[config.mk]
export PLATFORM = sky130hd
export DESIGN_NAME = pool_stream_framer
export DESIGN_NICKNAME = d
export VERILOG_FILES = /design/src/rtl/pool_pkg.sv /design/src/rtl/axis_out_reg.sv /design/src/rtl/pool_stream_framer.sv
export SDC_FILE = /design/constraint.sdc
export NUM_CORES = 1
export LEC_CHECK = 0
export ABC_CLOCK_PERIOD_IN_PS = 2280
export BUFFER_PORTS_ARGS = -buffer_cell sky130_fd_sc_hd__buf_2
export CORE_UTILIZATION = 47
export CTS_CLUSTER_DIAMETER = 30
export CTS_CLUSTER_SIZE = 40
export DETAILED_ROUTE_END_ITERATION = 16
export PLACE_DENSITY = 0.86
export SYNTH_ARGS = -nofsm -noshare
export SYNTH_HDL_FRONTEND = slang
export SYNTH_SLANG_ARGS = --single-unit
[constraint.sdc]
create_clock -name S_AXIS_ACLK -period 2.28 [get_ports S_AXIS_ACLK]
set_input_delay 0.456 -clock S_AXIS_ACLK [delete_from_list [all_inputs] [get_ports S_AXIS_ACLK]]
set_output_delay 0.456 -clock S_AXIS_ACLK [all_outputs]
set_load 0.005 [all_outputs]
[src/rtl/pool_pkg.sv]
// Shared types and constants for the max-pool stream framer.
package pool_pkg;

   typedef enum logic [2:0] {
      IDLE,
      HDR,
      PADL,
      DATA,
      PADR
   } state_e;

   localparam int         POOL_DATA_W = 32;
   localparam logic [1:0] TKEEP_ALL   = 2'b11;

endpackage

[src/rtl/axis_out_reg.sv]
// One-entry AXI-Stream output register with a frame-final sideband bit.
module axis_out_reg
   import pool_pkg::*;
#(
   parameter int DATA_W = POOL_DATA_W
) (
   input  logic              clk_i,
   input  logic              rst_i,
   input  logic              load_i,
   input  logic [DATA_W-1:0] data_i,
   input  logic              last_i,
   input  logic              fin_i,
   input  logic              ready_i,
   output logic [DATA_W-1:0] data_o,
   output logic              last_o,
   output logic              fin_o,
   output logic              valid_o,
   output logic              can_load_o
);

   logic [DATA_W-1:0] data_q;
   logic              last_q;
   logic              fin_q;
   logic              valid_q;

   assign can_load_o = !valid_q || ready_i;

   always_ff @(posedge clk_i) begin
      if (rst_i) begin
         data_q  <= '0;
         last_q  <= 1'b0;
         fin_q   <= 1'b0;
         valid_q <= 1'b0;
      end else if (load_i && can_load_o) begin
         data_q  <= data_i;
         last_q  <= last_i;
         fin_q   <= fin_i;
         valid_q <= 1'b1;
      end else if (ready_i) begin
         valid_q <= 1'b0;
      end
   end

   assign data_o  = data_q;
   assign last_o  = last_q;
   assign fin_o   = fin_q;
   assign valid_o = valid_q;

endmodule

[src/rtl/pool_stream_framer.sv]
// Frames a raw feature-map stream: stride header, then rows padded with zeros.
module pool_stream_framer
   import pool_pkg::*;
#(
   parameter int IMG_W  = 448,
   parameter int IMG_H  = 448,
   parameter int PAD    = 1,
   parameter int DATA_W = POOL_DATA_W
) (
   input  logic              S_AXIS_ACLK,
   input  logic              S_AXIS_ARESET,
   input  logic [31:0]       cfg_stride,
   input  logic [DATA_W-1:0] S_AXIS_TDATA,
   input  logic [1:0]        S_AXIS_TKEEP,
   input  logic              S_AXIS_TLAST,
   input  logic              S_AXIS_TVALID,
   output logic              S_AXIS_TREADY,
   output logic [DATA_W-1:0] M_AXIS_TDATA,
   output logic [1:0]        M_AXIS_TKEEP,
   output logic              M_AXIS_TLAST,
   output logic              M_AXIS_TVALID,
   input  logic              M_AXIS_TREADY,
   output logic              frame_done,
   output logic              err_tlast
);

   localparam int ROW_LEN = IMG_W + 2 * PAD;
   localparam int COL_W   = $clog2(ROW_LEN) + 1;
   localparam int ROW_W   = $clog2(IMG_H) + 1;

   localparam logic [COL_W-1:0] C_PADL_END = COL_W'(PAD - 1);
   localparam logic [COL_W-1:0] C_DATA_END = COL_W'(PAD + IMG_W - 1);
   localparam logic [COL_W-1:0] C_ROW_END  = COL_W'(ROW_LEN - 1);
   localparam logic [ROW_W-1:0] R_LAST     = ROW_W'(IMG_H - 1);

   state_e            state_q, state_d;
   logic [COL_W-1:0]  col_q, col_d;
   logic [ROW_W-1:0]  row_q, row_d;
   logic [31:0]       stride_q, stride_d;
   logic              err_q, err_d;

   logic              load;
   logic [DATA_W-1:0] ld_data;
   logic              ld_last;
   logic              ld_fin;
   logic              s_ready;
   logic              can_load;
   logic              fin;
   logic              last_pix;

   assign last_pix = (row_q == R_LAST) && (col_q == C_DATA_END);

   always_ff @(posedge S_AXIS_ACLK) begin
      if (S_AXIS_ARESET) begin
         state_q  <= IDLE;
         col_q    <= '0;
         row_q    <= '0;
         stride_q <= '0;
         err_q    <= 1'b0;
      end else begin
         state_q  <= state_d;
         col_q    <= col_d;
         row_q    <= row_d;
         stride_q <= stride_d;
         err_q    <= err_d;
      end
   end

   always_comb begin
      state_d  = state_q;
      col_d    = col_q;
      row_d    = row_q;
      stride_d = stride_q;
      err_d    = err_q;
      load     = 1'b0;
      ld_data  = '0;
      ld_last  = 1'b0;
      ld_fin   = 1'b0;
      s_ready  = 1'b0;
      unique case (state_q)
         IDLE: begin
            // The waking beat stays pending; it is consumed in DATA.
            if (S_AXIS_TVALID) begin
               stride_d = (cfg_stride == '0) ? 32'd1 : cfg_stride;
               state_d  = HDR;
            end
         end
         HDR: begin
            if (can_load) begin
               load    = 1'b1;
               ld_data = DATA_W'(stride_q);
               ld_last = 1'b1;
               state_d = PADL;
            end
         end
         PADL: begin
            if (can_load) begin
               load  = 1'b1;
               col_d = col_q + 1'b1;
               if (col_q == C_PADL_END) state_d = DATA;
            end
         end
         DATA: begin
            s_ready = can_load;
            if (S_AXIS_TVALID && can_load &&
                S_AXIS_TKEEP == TKEEP_ALL) begin
               load    = 1'b1;
               ld_data = S_AXIS_TDATA;
               col_d   = col_q + 1'b1;
               if (S_AXIS_TLAST != last_pix) err_d = 1'b1;
               if (col_q == C_DATA_END) state_d = PADR;
            end
         end
         PADR: begin
            if (can_load) begin
               load = 1'b1;
               if (col_q == C_ROW_END) begin
                  col_d = '0;
                  if (row_q == R_LAST) begin
                     ld_last = 1'b1;
                     ld_fin  = 1'b1;
                     row_d   = '0;
                     state_d = IDLE;
                  end else begin
                     row_d   = row_q + 1'b1;
                     state_d = PADL;
                  end
               end else begin
                  col_d = col_q + 1'b1;
               end
            end
         end
         default: state_d = IDLE;
      endcase
   end

   axis_out_reg #(
      .DATA_W(DATA_W)
   ) u_out (
      .clk_i     (S_AXIS_ACLK),
      .rst_i     (S_AXIS_ARESET),
      .load_i    (load),
      .data_i    (ld_data),
      .last_i    (ld_last),
      .fin_i     (ld_fin),
      .ready_i   (M_AXIS_TREADY),
      .data_o    (M_AXIS_TDATA),
      .last_o    (M_AXIS_TLAST),
      .fin_o     (fin),
      .valid_o   (M_AXIS_TVALID),
      .can_load_o(can_load)
   );

   assign S_AXIS_TREADY = s_ready;
   assign M_AXIS_TKEEP  = TKEEP_ALL;
   assign frame_done    = M_AXIS_TVALID && M_AXIS_TREADY && fin;
   assign err_tlast     = err_q;

endmodule
==> impl_metrics.yaml, run 1 <==
worst_setup_path:
  r2r_start: "col_q[3]"
  critical_path_class: "reg -> reg"
  critPathRequiredTime_ps: 2520
  reg2reg_to: "state_q[0]"
  ff2ff_path_depth: 5
  timing.critical_path.to_type: "flop"
  reg2reg_setup_slack_ps: 60
  critPathCapture: "state_q[0]"
  arrival_ps: 2470
  path_max_fanout: 5
  crit_path_start: "col_q[3]"
  startpoint_type: "flop"
logic_synthesis:
  netlist-cell-type-count: 48
  avgSynthCellArea_um2: 8.67
  async_reset_ff_share_pct: 0
  synth_warnings: 0
  ys.flop_type: "dfxtp_1"
  synth_largest_area_cell: "dfxtp_1"
  synth_edf_count: 0
  synthCells: 445
  yosys-top-cells-area: "dfxtp_1, a222oi_1, nand2_1, nor2_1, a21oi_1"
  synth_seq_cells: 91
  mappedNetlistArea_mm2: 0.00386
  synth.top_cell.area_share_pct: 47.2
  ys_seq_area_share_pct: 47.2
grt:
  grt_usage_pct: 24.0
  grt_pass1_vias: 3551
  grt_pass1_wl_mm: 16.6
  grt_max_degree: 33
  grt-ovfl-total: 0
  antenna_found_initial: 0
timing:
  worst_slack_ps: 55.7
  period_minus_slack_ps: 2220
  setup_viol: 0
  fin_hold_ws_ps: 342
  fin_skew_ps: 7.59
  fmax_mhz: 450
  period_share_pct: 97.6
  tns_ps: 0
  final-hold-violation-count: 0
  drv_slew: 0
  tightest_slew_ps: 737
  slew-limit-headroom_pct: 50.7
finish:
  antenna_cells: 0
  layout_commonest_cell: "buf_2"
  multi_input_area_mm2: 0.00191
  stdcell_count: 660
  drive_gt1_share_pct: 28.1
  most-common-layout-cells: "buf_2, dfxtp_1, nand2_1"
  fillCellCount: 676
  final_nets: 628
  seq_area_mm2: 0.00182
  syn2layout_area_growth_pct: 24.2
run_status:
  outcome: "completed"
placed_design:
  io_buffers: 107
  placed_cells: 644
  dp_hpwl_mm: 7.02
  gp_congestion: 0.915
  place_ws_ps: -19.6
pwr:
  peakVddDrop_mv: 0.612
  p_leak_nw: 1.99
  pwr-share-clk_pct: 23.9
  p_per_area_mw_per_mm2: 972
  p_seq_share_pct: 41.4
  p_sw_mw: 1.69
  p_int_mw: 2.96
  switching_share_pct: 36.3
  combinationalPowerShare_pct: 34.7
die:
  die_area_mm2: 0.00857
  ios: 110
  initial_core_util_pct: 49.1
  core_region_area_mm2: 0.00785
  die_y_um: 92.6
  rows: 32
  die_x_um: 92.6
min_path:
  hold_depth: 3
  min_from: "S_AXIS_TDATA[14]"
  hp-class: "in -> reg"
clock_network:
  insertion_delay_ps: 350
  root_buffer: "clkbuf_8"
  cts.htree.levels: 3
  cts_made_buffers: 9
  cts.sinks: 91
  clk_path_buf_depth: 2
  clk_pin_slew_worst_paths_ps: 90
  cts_tree: "built"
  cts_setup_buffers: 0
route:
  wl_per_cell_um: 15.3
  drt-total-wl_mm: 10.1
  ant_nets: 0
  avgViaCountPerCell: 5.73
  initialDrtViolationCount: 340
  num_vias: 3784
  drtPass1Iterations: 5
  drc_errors: 0
job:
  cap_violations: 0
sequential cells by signal, summed over array words and instances, names as in the netlist:
name / cells
stride_q: 32
u_out.fin_o: 1
row_q: 10
state_q: 3
err_tlast: 1
u_out.last_o: 1
u_out.valid_o: 1
col_q: 10
u_out.data_o: 32
power groups by stage:
stage                     logic, mW  registers, mW  clock network, mW
final                          1.62           1.93               1.11
after global routing           1.78           1.95               1.19
after CTS                      1.57           1.92               1.13
after detailed placement       1.56           1.96                  0
after global placement         1.52           1.95                  0
after floorplan                1.06           1.93                  0
metrics by stage:
| stage | cell area, µm² | total power [mW] | utilization, % |
|---|---|---|---|
| finish | 4790 | 4.66 | 61.0 |
| global route | 4790 | 4.93 | 61.0 |
| CTS | 4770 | 4.62 | 60.7 |
| detailed placement | 4560 | 3.52 | 58.2 |
| global placement | 4560 | 3.47 | 58.2 |
| floorplan | 3860 | 2.98 | - |
layout make-up:
cell class / instances / share of cell area [%]
clock buffers: 11 / 2.95
clock inverters: 5 / 1.25
inverters: 5 / 0.392
multi-input cells: 316 / 39.9
flip-flops and latches: 91 / 38.0
well taps: 102 / 2.67
repair buffers: 130 / 14.8
worst min path at each step:
stage                        to  slack, ps
4_1_cts        u_out.data_o[14]        330
2_1_floorplan      stride_q[10]        440
3_5_place_dp        stride_q[5]        450
6_report       u_out.data_o[14]        340
3_3_place_gp        stride_q[8]        440
5_1_grt             stride_q[6]        340
Yosys cell counts, types with 2 or more instances:
master,instances
dfxtp_1,91
nand2_1,68
nor2_1,57
a21oi_1,36
a222oi_1,32
clkbuf_1,26
nor3_1,16
xor2_1,13
nand4_1,10
nand3_1,9
nor4_1,8
o21ai_0,7
xnor2_1,7
and3_1,6
buf_2,5
inv_1,5
ha_1,4
nor2b_1,3
o2111ai_1,3
and2_1,2
and4_1,2
buf_4,2
mux2i_1,2
nand2b_1,2
nand3b_1,2
nor3b_1,2
nor4b_1,2
o221ai_1,2
or4_1,2
critical path, stage by stage, from the launching register on:
cell and delay, ps:
dfxtp_1 380, or4_4 540, or3_4 410, a311oi_4 260
and3_4 250, mux2_4 290
logic make-up after synthesis:
kind of cell | Yosys count | synth area share, %
and+or+nand+nor | 198 | 24.6
DFF | 91 | 47.2
AOI/OAI and AO/OA | 89 | 17.0
buffers and inverters | 39 | 4.35
xor gates and xnor gates | 20 | 4.54
adders and majority gates | 4 | 1.30
muxes | 3 | 0.908
other | 1 | 0.0972
per-layer routing:
metal	global-route usage, %	up-vias	share of wire (%)
met2	38.5	122	48
met3	4.68	15	5.9
met4	8.20	0	1.8
met1	32.3	1816	45
met5	0	-	0
li1	-	1831	-
repair_timing:
action,CTS,global route
hold endpoints to repair,0,0
resized for setup,0,3
hold buffers,0,0
endpoints found under the setup margin,0,32
Power figures use the tool's default switching activity.
==> inputs of run 2 (changes only) <==
- ABC_AREA: default -> 1
- PLACE_DENSITY: 0.86 -> 0.85
==> impl_metrics.yaml, run 2 <==
route:
  drc_errors: 0
  drtPass1Iterations: 5
  ant_nets: 0
  wl_per_cell_um: 14.0
  avgViaCountPerCell: 5.41
  num_vias: 4147
  drt-total-wl_mm: 10.7
  initialDrtViolationCount: 250
logic_synthesis:
  mappedNetlistArea_mm2: 0.00412
  synth_largest_area_cell: "dfxtp_1"
  synth.top_cells.by_count: "nand2_1, dfxtp_1, a21oi_1"
  synth.most_common_cell: "nand2_1"
  synth_seq_cells: 91
  netlist-cell-type-count: 33
  synth_edf_count: 0
  synth.top_cell.area_share_pct: 44.2
  yosys-top-cells-area: "dfxtp_1, a21oi_1, nand2_1, a22oi_1, inv_1"
  avgSynthCellArea_um2: 7.40
  ys.flop_type: "dfxtp_1"
  async_reset_ff_share_pct: 0
  synthCells: 557
  ys_seq_area_share_pct: 44.2
  synth_warnings: 0
worst_setup_path:
  critical_path_class: "reg -> out"
  arrival_ps: 1280
  path_max_fanout: 6
  critPathRequiredTime_ps: 1820
  startpoint_type: "flop"
  timing.critical_path.to_type: "primary output"
die:
  initial_core_util_pct: 49.4
  die_x_um: 95.6
  ios: 110
  core_region_area_mm2: 0.00834
  die_y_um: 95.6
  rows: 33
  die_area_mm2: 0.00915
grt:
  grt_pass1_wl_mm: 17.7
  grt_max_degree: 54
  grt_usage_pct: 25.0
  grt_pass1_vias: 3984
  grt-ovfl-total: 0
  antenna_found_initial: 0
clock_network:
  cts_hold_buf: 0
  clk_path_buf_depth: 2
  insertion_delay_ps: 370
  cts.htree.levels: 3
  cts.sinks: 91
  cts_setup_buffers: 0
  clk_pin_slew_worst_paths_ps: 90
  cts_made_buffers: 9
  cts_resized: 0
  cts_tree: "built"
  root_buffer: "clkbuf_8"
timing:
  fmax_mhz: 576
  final-hold-violation-count: 0
  tns_ps: 0
  setup_viol: 0
  rsz0062_at_grt: "no"
  fin_skew_ps: 9.13
  drv_slew: 0
  period_share_pct: 76.1
  worst_slack_ps: 545
  period_minus_slack_ps: 1740
placed_design:
  placed_area_mm2: 0.00472
  gp_congestion: 0.846
  dp_hpwl_mm: 7.53
  placed_cells: 750
  place_ws_ps: 535
  io_buffers: 107
finish:
  layout_commonest_cell: "buf_2"
  syn2layout_area_growth_pct: 19.8
  seq_area_mm2: 0.00182
  fillCellCount: 768
  postLayoutCellArea_mm2: 0.00494
  final_nets: 731
  most-common-layout-cells: "buf_2, nand2_1, dfxtp_1"
  antenna_cells: 0
  multi_input_area_mm2: 0.00192
  stdcell_count: 766
  drive_gt1_share_pct: 23.0
min_path:
  hp-class: "in -> reg"
run_status:
  outcome: "completed"
pwr:
  peakVddDrop_mv: 0.581
  combinationalPowerShare_pct: 33.0
  switching_share_pct: 37.4
  p_per_area_mw_per_mm2: 972
  p_leak_nw: 2.23
  p_seq_share_pct: 42.8
  p_int_mw: 3.00
  p_sw_mw: 1.80
  power_mw: 4.80
  pwr-share-clk_pct: 24.2
job:
  cap_violations: 0
[run 2: final timing paths]
path | from | end | slack, ps | cells past startpoint
worst max-delay path | state_q[1] | S_AXIS_TREADY | 540 | 3
worst min-delay path | cfg_stride[27] | stride_q[27] | 330 | 3
worst max register to register | col_q[4] | state_q[0] | 580 | 8
worst min register to register | err_tlast | err_tlast | 460 | 2
[run 2: metrics by stage]
stage | utilization, % | hold WS (ps)
CTS | 59.2 | 325
global placement | 56.6 | 441
finish | 59.2 | 333
detailed placement | 56.6 | 443
floorplan | - | 446
global route | 59.2 | 333
[run 2: critical path, cell delays in order, from the launching register on]
cell	delay (ps)
dfxtp_1	440
nand3_2	180
nor2_4	160
buf_2	140
[run 2: layout make-up]
type                            count  area share [%]
Timing Repair Buffer              113            12.5
Multi-Input combinational cell    380            39.0
Clock inverter                      4            1.17
Tap cell                          105            2.66
Clock buffer                       12            3.14
Inverter                           61            4.64
Sequential cell                    91            36.9
[run 2: power by group through the flow]
stage,Clock [mW],Combinational [mW],Sequential (mW)
3_3_place_gp,0,1.48,2.08
6_report,1.16,1.58,2.06
2_1_floorplan,0,1.14,2.05
5_1_grt,1.23,1.78,2.09
4_1_cts,1.17,1.58,2.05
3_5_place_dp,0,1.56,2.08
[run 2: logic make-up (layout without fill, tap and decap cells)]
family                     Yosys count  count (layout)  share of synthesized area [%]
AOI/OAI and AO/OA                  151             151                           20.5
xor gates and xnor gates             4               4                          0.850
adders and majority gates            4               4                           1.21
buffers and inverters               87             190                           9.23
DFF                                 91              91                           44.2
other                                1               2                         0.0910
and+or+nand+nor                    219             219                           23.9
[run 2: per-layer routing]
metal / track usage [%] / wire length [µm] / part of all wire [%]
met1: 28.6 / 4430 / 41
met2: 44.0 / 5210 / 49
met3: 4.55 / 692 / 6.5
met4: 12.9 / 359 / 3.4
met5: 0 / 0 / 0
